### src/rtl/rx_link_pkg.sv
// Shared types and widths for the receive-side link controller.
package rx_link_pkg;

   typedef enum logic [1:0] {
      ST_SEARCH = 2'd0,
      ST_ALIGN  = 2'd1,
      ST_ACTIVE = 2'd2
   } state_t;

   localparam logic [7:0]  DEFAULT_COMMA = 8'hBC;

   localparam int unsigned MISS_W     = 8;
   localparam int unsigned BC_W       = 4;
   localparam int unsigned GAP_W      = 8;
   localparam int unsigned LANE_W     = 2;
   localparam int unsigned SLIP_CNT_W = 4;

endpackage

### src/rtl/rx_sat_counter.sv
// Clear/increment counter that holds at its terminal count; clear+inc loads one.
module rx_sat_counter #(
   parameter int unsigned  W  = 8,
   parameter logic [W-1:0] TC = '1
) (
   input  logic i_clk,
   input  logic i_reset,
   input  logic i_clr,
   input  logic i_inc,
   output logic o_tc_c
);

   logic [W-1:0] r_count;

   always_ff @(posedge i_clk) begin
      if (i_reset) begin
         r_count <= '0;
      end else if (i_clr) begin
         r_count <= i_inc ? W'(1) : '0;
      end else if (i_inc && (r_count != TC)) begin
         r_count <= r_count + W'(1);
      end
   end

   assign o_tc_c = (r_count == TC);

endmodule

### src/rtl/rx_link_controller.sv
// Comma-based byte alignment, link activation and round-robin lane distribution.
module rx_link_controller
   import rx_link_pkg::*;
#(
   parameter logic [7:0]  COMMA      = DEFAULT_COMMA,
   parameter int unsigned BC_LOCK    = 4,
   parameter int unsigned SLIP_AFTER = 8,
   parameter int unsigned MAX_GAP    = 16
) (
   input  logic                  clk_4f,
   input  logic                  reset,
   input  logic [7:0]            in_byte,
   input  logic                  in_byte_valid,
   output logic                  bit_slip,
   output logic                  active,
   output logic [7:0]            lane_data,
   output logic [LANE_W-1:0]     lane_sel,
   output logic                  lane_valid,
   output logic [SLIP_CNT_W-1:0] slip_count
);

   state_t              r_state;
   logic [LANE_W-1:0]   r_lane_ptr;

   logic w_is_comma;
   logic w_miss_clr, w_miss_inc, w_miss_tc;
   logic w_bc_clr,   w_bc_inc,   w_bc_tc;
   logic w_gap_clr,  w_gap_inc,  w_gap_tc;

   assign w_is_comma = (in_byte == COMMA);

   // Terminal flags fire one short of the limit, so the limiting byte itself triggers the action.
   rx_sat_counter #(.W(MISS_W), .TC(MISS_W'(SLIP_AFTER - 1))) u_miss_cnt (
      .i_clk(clk_4f), .i_reset(reset), .i_clr(w_miss_clr), .i_inc(w_miss_inc), .o_tc_c(w_miss_tc)
   );

   rx_sat_counter #(.W(BC_W), .TC(BC_W'(BC_LOCK - 1))) u_bc_cnt (
      .i_clk(clk_4f), .i_reset(reset), .i_clr(w_bc_clr), .i_inc(w_bc_inc), .o_tc_c(w_bc_tc)
   );

   rx_sat_counter #(.W(GAP_W), .TC(GAP_W'(MAX_GAP - 1))) u_gap_cnt (
      .i_clk(clk_4f), .i_reset(reset), .i_clr(w_gap_clr), .i_inc(w_gap_inc), .o_tc_c(w_gap_tc)
   );

   // Counter controls; nothing moves on cycles without a valid byte.
   always_comb begin
      w_miss_clr = 1'b0;
      w_miss_inc = 1'b0;
      w_bc_clr   = 1'b0;
      w_bc_inc   = 1'b0;
      w_gap_clr  = 1'b0;
      w_gap_inc  = 1'b0;
      if (in_byte_valid) begin
         unique case (r_state)
            ST_SEARCH: begin
               if (w_is_comma) begin
                  w_miss_clr = 1'b1;
                  w_bc_clr   = 1'b1;
                  w_bc_inc   = 1'b1;
               end else if (w_miss_tc) begin
                  w_miss_clr = 1'b1;
               end else begin
                  w_miss_inc = 1'b1;
               end
            end
            ST_ALIGN: begin
               if (w_is_comma) begin
                  if (w_bc_tc) begin
                     w_bc_clr  = 1'b1;
                     w_gap_clr = 1'b1;
                  end else begin
                     w_bc_inc  = 1'b1;
                  end
               end else begin
                  w_bc_clr   = 1'b1;
                  w_miss_clr = 1'b1;
                  w_miss_inc = 1'b1;
               end
            end
            ST_ACTIVE: begin
               if (w_is_comma) begin
                  w_gap_clr = 1'b1;
               end else if (w_gap_tc) begin
                  w_gap_clr  = 1'b1;
                  w_miss_clr = 1'b1;
                  w_bc_clr   = 1'b1;
               end else begin
                  w_gap_inc  = 1'b1;
               end
            end
            default: begin
               w_miss_clr = 1'b1;
               w_bc_clr   = 1'b1;
               w_gap_clr  = 1'b1;
            end
         endcase
      end
   end

   // State, lane pointer and registered outputs.
   always_ff @(posedge clk_4f) begin
      if (reset) begin
         r_state    <= ST_SEARCH;
         r_lane_ptr <= '0;
         bit_slip   <= 1'b0;
         active     <= 1'b0;
         lane_data  <= 8'h00;
         lane_sel   <= '0;
         lane_valid <= 1'b0;
         slip_count <= '0;
      end else begin
         bit_slip   <= 1'b0;
         lane_valid <= 1'b0;
         if (in_byte_valid) begin
            unique case (r_state)
               ST_SEARCH: begin
                  if (w_is_comma) begin
                     r_state <= ST_ALIGN;
                  end else if (w_miss_tc) begin
                     bit_slip <= 1'b1;
                     if (slip_count != '1) begin
                        slip_count <= slip_count + SLIP_CNT_W'(1);
                     end
                  end
               end
               ST_ALIGN: begin
                  if (!w_is_comma) begin
                     r_state <= ST_SEARCH;
                  end else if (w_bc_tc) begin
                     r_state    <= ST_ACTIVE;
                     active     <= 1'b1;
                     r_lane_ptr <= '0;
                  end
               end
               ST_ACTIVE: begin
                  if (w_is_comma) begin
                     r_lane_ptr <= '0;
                  end else begin
                     lane_data  <= in_byte;
                     lane_sel   <= r_lane_ptr;
                     lane_valid <= 1'b1;
                     r_lane_ptr <= r_lane_ptr + LANE_W'(1);
                     if (w_gap_tc) begin
                        r_state    <= ST_SEARCH;
                        active     <= 1'b0;
                        r_lane_ptr <= '0;
                     end
                  end
               end
               default: begin
                  r_state    <= ST_SEARCH;
                  active     <= 1'b0;
                  r_lane_ptr <= '0;
               end
            endcase
         end
      end
   end

endmodule

### config.mk
export PLATFORM = sky130hd
export DESIGN_NAME = rx_link_controller
export DESIGN_NICKNAME = d
export VERILOG_FILES = /design/src/rtl/rx_link_pkg.sv /design/src/rtl/rx_sat_counter.sv /design/src/rtl/rx_link_controller.sv
export SDC_FILE = /design/constraint.sdc
export NUM_CORES = 1
export LEC_CHECK = 0
export CORE_MARGIN = 2
export CORE_UTILIZATION = 41
export DETAILED_ROUTE_END_ITERATION = 8
export MAX_ROUTING_LAYER = met4
export PLACE_DENSITY = 0.64
export SYNTH_ARGS = -nofsm -noshare
export SYNTH_HDL_FRONTEND = slang
export SYNTH_SLANG_ARGS = --single-unit
### constraint.sdc
create_clock -name clk_4f -period 3.1 [get_ports clk_4f]
set_clock_uncertainty 0.1 [all_clocks]
set_input_delay 0.93 -clock clk_4f [delete_from_list [all_inputs] [get_ports clk_4f]]
set_output_delay 0.93 -clock clk_4f [all_outputs]
set_load 0.01 [all_outputs]
After elaboration in Yosys (flattened, before gate mapping):

Index checks and enable logic that the tools add are counted.

* muxes and demuxes: 53
* eq/ne operators: 16
* add/sub/neg operators: 5
* reductions and logical operators: 14
* bitwise operators: 4

Operators with widths (count)
* $mux 8: 4
* $mux 1: 30
* $mux 2: 9
* $add 8x1->8 const B: 2
* $pmux 1 s3: 4
* $pmux 2 s3: 2
* $reduce_and 5->1: 2
* $add 4x1->4 const B: 2
* $eq 8x3->1 const B: 1
* $eq 8x4->1 const B: 1
* $eq 8x8->1 const B: 1
* $mux 4: 2
* $ne 8x3->1 const B: 1
* $ne 8x4->1 const B: 1
* $ne 2x2->1 const B: 3
* $reduce_and 6->1: 1
* $reduce_bool 2->1: 3
* $eq 4x2->1 const B: 1
* $ne 2x1->1 const B: 2
* $ne 4x2->1 const B: 1
* $ne 4x4->1 const B: 1
* $not 1->1: 4
* $pmux 1 s2: 2
* $reduce_and 4->1: 1
* 9 further kinds: 11

* input bits: 11
* word-level logic and storage cells: 103
* bits in registers: 41
* output and inout port bits: 17

Longest topological paths before layout:

* depth in word-level cells: 8
* mapped depth: 6
* gate-level depth less buffers: 6

Modules after synthesis:

From an unflattened synthesis, not the netlist that was laid out.

* cell total of the unflattened synthesis: 236
* area, all modules: 2110.8 um^2

Modules (own cells, without submodules)
* rx_link_controller: cells an instance 116, area each 1042.2 um^2, instances 1, sequential area each 420.4 um^2
* rx_sat_counter at u_gap_cnt: cells an instance 49, area each 434.2 um^2, instances 1, sequential area each 160.2 um^2
* rx_sat_counter at u_miss_cnt: cells an instance 49, area each 425.4 um^2, instances 1, sequential area each 160.2 um^2
* rx_sat_counter at u_bc_cnt: cells an instance 22, area each 209.0 um^2, instances 1, sequential area each 80.1 um^2

Least setup slack after synthesis:

Ideal clock, no wire load.

* kind: input port to flip-flop
* start: input in_byte[6]
* end: register lane_data[3]
* buffers on the path: 1
* slack: 0.624 ns
* arrival: 2.249 ns
* required time: 2.872 ns
* stages: 5
* setup time: 0.128 ns
* cells stage by stage: or4b_4 -> o211ai_2 -> buf_4 -> mux2i_1 -> nor2_1

* cells in the longest elaborated chain, start to end: 3

Ends and longest elaborated chain
* start, declared: RTL line rx_link_controller.sv:12 `input logic [7:0] in_byte,`
* $eq 8x8->1: RTL line rx_link_controller.sv:30 `assign w_is_comma = (in_byte == COMMA);`
* $not 1->1 (no line)
* $reduce_and 3->1 (no line)
* end signal, assigned: RTL line rx_link_controller.sv:139 `lane_data <= in_byte;`
* end, declared: RTL line rx_link_controller.sv:16 `output logic [7:0] lane_data,`

Every way passes these cells.
A chain may end at the register's enable or synchronous reset.

Worst setup path in the final report:

* start: input in_byte[6]
* end: register u_miss_cnt.r_count[5]

* cells in the longest elaborated chain, start to end: 6
* elaborated cells between the ends (all ways): 12
* classes of those cells: 1 x eq/ne; 9 x mux; 2 x reduce/logical

Ends and longest elaborated chain
* $eq 8x8->1 (*): RTL line rx_link_controller.sv:30
* $mux 1 (on tied branches): RTL line rx_link_controller.sv:67, rx_link_controller.sv:56
* $pmux 1 s2: RTL line rx_link_controller.sv:54 `unique case (r_state)`
* $mux 1: RTL line rx_link_controller.sv:53 `if (in_byte_valid) begin`
* $logic_and 1x1->1: RTL line rx_sat_counter.sv:20 `end else if (i_inc && (r_count != TC)) begin`
* $reduce_bool 2->1 (no line)
* end signal, assigned: RTL line rx_sat_counter.sv:19 `r_count <= i_inc ? W'(1) : '0;`
* end signal, assigned: RTL line rx_sat_counter.sv:21 `r_count <= r_count + W'(1);`
* end, declared: RTL line rx_sat_counter.sv:13 `logic [W-1:0] r_count;`

Every way passes the cells marked *; elsewhere a longest branch is shown, timed or not.

==> impl_metrics.sql <==
INSERT INTO impl_metrics (metric_group, metric, value, unit) VALUES
('power_and_ir_drop', 'max-vdd-ir-drop', '0.2832', 'mV'),
('yosys', 'synth_nets', '234', ''),
('setup_path', 'timing.critical_path.from_type', 'primary input', ''),
('worst_hold_path', 'hp-start', 'u_gap_cnt.r_count[1]', ''),
('route', 'dr.first_iter.drc_count', '51', ''),
('yosys', 'post_synthesis_async_set_or_reset_flop_share', '0', ''),
('yosys', 'synth.top_cells.by_count', '41 x sky130_fd_sc_hd__dfxtp_1, 33 x sky130_fd_sc_hd__nor2_1, 14 x sky130_fd_sc_hd__mux2i_1', ''),
('power_and_ir_drop', 'design_power_total', '1.028', 'mW'),
('yosys', 'yosysMostFrequentCell', 'sky130_fd_sc_hd__dfxtp_1', ''),
('layout', 'multiInputGateArea', '0.001136', 'mm²'),
('layout', 'design_area', '0.002552', 'mm²'),
('power_and_ir_drop', 'power.density', '402.6', 'mW/mm²'),
('cts', 'cts_h_tree_depth', '2', ''),
('cts', 'number_of_buffers_inserted_by_post_cts_setup_repair', '0', ''),
('yosys', 'syn_area_per_cell', '9.284', 'µm²'),
('yosys', 'yosys.cell_types.count', '54', ''),
('cts', 'hold_buffers', '0', ''),
('cts', 'post_cts_resized', '0', ''),
('route', 'post_detailed_routing_wire_length', '4362', 'µm'),
('yosys', 'yosys_warnings', '0', ''),
('global_routing', 'overflow', '0', ''),
('worst_hold_path', 'hold_path.class', 'reg2reg', ''),
('layout', 'area_delta_synth_final', '25.54', '%'),
('layout', 'fill_cell_count', '449', ''),
('placed_design', 'place_congestion', '0.8056', ''),
('die', 'start_util', '0.4276', ''),
('power_and_ir_drop', 'power_report.internal_total', '0.8192', 'mW'),
('route', 'post_drt_via_cell_ratio', '5.214', ''),
('sta', 'clock_period_minus_worst_slack', '2717', 'ps'),
('sta', 'timing_max_transition_violations_final', '0', ''),
('sta', 'fin_setup_tns', '0', 'ps'),
('sta', 'final.setup.worst_slack', '382.7', 'ps'),
('cts', 'tritoncts_clock_tree', 'done', ''),
('yosys', 'synth_area_leaders', 'sky130_fd_sc_hd__dfxtp_1 40%, sky130_fd_sc_hd__mux2i_1 6.9%, sky130_fd_sc_hd__nor2_1 6.1%, sky130_fd_sc_hd__xnor2_1 3.0%, sky130_fd_sc_hd__nand4_1 2.8%', ''),
('route', 'wl_per_cell', '13.34', 'µm'),
('die', 'core_region_area', '0.004755', 'mm²'),
('global_routing', 'grtUsageTotal', '0.1744', ''),
('placed_design', 'hpwl_after_detailed_placement', '3166', 'µm'),
('yosys', 'ys_ff_latch', '41', ''),
('setup_path', 'timing.critical_path.arrival', '2790', 'ps'),
('global_routing', 'grt_pass1_wl', '7189', 'µm'),
('power_and_ir_drop', 'share_seq_of_total_power', '0.518', ''),
('sta', 'worst_hold_slack', '379.0', 'ps'),
('yosys', 'netlist.top_cell.by_area', 'sky130_fd_sc_hd__dfxtp_1', ''),
('placed_design', 'preCtsSetupSlack', '84.22', 'ps'),
('placed_design', 'dpl-instance-area', '0.002436', 'mm²'),
('setup_path', 'path_class', 'in2reg', ''),
('outcome', 'run_status', 'completed', ''),
('die', 'die_area', '0.005538', 'mm²'),
('power_and_ir_drop', 'power.static_leakage', '1.012', 'nW'),
('sta', 'timing_worst_slew_pin_value', '615.4', 'ps'),
('flow_run', 'max_cap_violation_count', '0', ''),
('die', 'placementRows', '25', ''),
('power_and_ir_drop', 'p_sw', '0.2084', 'mW'),
('setup_path', 'path_cells', 'clkdlybuf4s50_1 -> or4b_4 -> nor2_2 -> or4_2 -> a41o_1 -> nor2_1', ''),
('route', 'route.detailed.drc', '0', ''),
('setup_path', 'worst_setup_end_kind', 'register', ''),
('die', 'chipHeight', '74.42', 'µm'),
('sta', 'rsz_0062_raised_after_global_routing', 'no', ''),
('cts', 'worst_skew_pair.late_latency', '290', 'ps'),
('cts', 'ctsLongestPathBuffers', '2', ''),
('cts', 'clock_tree.root_cell', 'sky130_fd_sc_hd__clkbuf_8', ''),
('cts', 'tritoncts_sinks', '41', ''),
('layout', 'finalNetCount', '274', ''),
('yosys', 'synth-edff-count', '0', ''),
('setup_path', 'timing.critical_path.slowest_cell_delay', '580', 'ps'),
('sta', 'worst_slew_margin_rel', '0.5885', ''),
('yosys', 'postSynth.topFlopCell', 'sky130_fd_sc_hd__dfxtp_1', ''),
('cts', 'clkSlewWorstSetupHoldPaths', '70', 'ps'),
('sta', 'final-setup-viol-count', '0', ''),
('die', 'die_width', '74.42', 'µm');
through the flow:
stage / util / std cells
final: 0.5368 / 327
after global routing: 0.5368 / 327
after CTS: 0.5368 / 327
after detailed placement: 0.5124 / 319
after global placement: 0.5124 / 319
after floorplan: - / 219
state kept, by name, summed over array words and instances, names as in the netlist:
register / flops
u_miss_cnt.r_count: 8
u_gap_cnt.r_count: 8
r_state: 2
lane_data: 8
slip_count: 4
bit_slip: 1
lane_sel: 2
r_lane_ptr: 2
u_bc_cnt.r_count: 4
lane_valid: 1
active: 1
layout by cell type (no fill, tap or decap), types with 2 or more instances in the layout:
master	count
sky130_fd_sc_hd__clkbuf_8	6
sky130_fd_sc_hd__dfxtp_1	41
sky130_fd_sc_hd__nand2_1	12
sky130_fd_sc_hd__nand3b_1	2
sky130_fd_sc_hd__nand3_1	9
sky130_fd_sc_hd__xor2_1	4
sky130_fd_sc_hd__or2_2	3
sky130_fd_sc_hd__a21oi_1	9
sky130_fd_sc_hd__nor3b_1	2
sky130_fd_sc_hd__a211oi_1	2
sky130_fd_sc_hd__inv_1	4
sky130_fd_sc_hd__nor4_1	2
sky130_fd_sc_hd__ha_1	4
sky130_fd_sc_hd__clkdlybuf4s50_1	27
sky130_fd_sc_hd__nor2_1	33
sky130_fd_sc_hd__and3b_2	2
sky130_fd_sc_hd__mux2i_1	14
sky130_fd_sc_hd__nand4_1	9
sky130_fd_sc_hd__nor3_1	6
sky130_fd_sc_hd__buf_4	12
sky130_fd_sc_hd__a31o_2	2
sky130_fd_sc_hd__o21ai_0	4
sky130_fd_sc_hd__xnor2_1	7
sky130_fd_sc_hd__o31ai_1	2
sky130_fd_sc_hd__a31oi_1	4
sky130_fd_sc_hd__or3_1	6
sky130_fd_sc_hd__nor2b_1	2
sky130_fd_sc_hd__a21o_1	2
metal layers:
| layer | routed length (µm) | track usage | vias to the layer above |
|---|---|---|---|
| li1 | - | - | 880 |
| met1 | 2167 | 0.2285 | 783 |
| met2 | 1960 | 0.2665 | 36 |
| met3 | 177 | 0.04201 | 6 |
| met4 | 56 | 0.05357 | 0 |
| met5 | 0 | - | - |
worst min-delay path: cells and delay by family (launching register included):
kind | cells | cell delay (ps)
AO/OA/AOI/OAI | 1 | 50
flip-flops | 1 | 330
AND/OR/NAND/NOR | 1 | 60
final cells by class:
type                            instances  area share
Multi-Input combinational cell        167      0.4451
Clock buffer                            7     0.03382
Sequential cell                        41      0.3216
Tap cell                               67     0.03284
Inverter                                4    0.005882
Timing Repair Buffer                   40      0.1490
Clock inverter                          1     0.01176
cell families (layout without fill, tap and decap cells):
| logic type | Yosys count | after routing | share of synthesized area |
|---|---|---|---|
| buffers and inverters | 11 | 52 | 0.03754 |
| AND/OR/NAND/NOR | 103 | 103 | 0.2972 |
| flip-flops | 41 | 41 | 0.4037 |
| XOR/XNOR | 11 | 11 | 0.04738 |
| multiplexers | 14 | 14 | 0.06892 |
| AO/OA/AOI/OAI | 35 | 35 | 0.1206 |
| adder cells (fa/ha/maj) | 4 | 4 | 0.02462 |
power by group through the flow:
stage	clock, mW	sequential (mW)	combinational, mW
global placement	0	0.544	0.0562
finish	0.438	0.532	0.0572
global route	0.471	0.532	0.0620
detailed placement	0	0.544	0.0568
CTS	0.450	0.532	0.0575
floorplan	0	0.544	0.0292
path summary, 6_finish.rpt:
check	cells past startpoint	slack, ps	end
max	6	380	u_miss_cnt.r_count[5]
max reg2reg	7	990	u_gap_cnt.r_count[0]
min reg2reg	2	380	u_gap_cnt.r_count[1]
min	2	380	u_gap_cnt.r_count[1]
Power figures use the tool's default switching activity.
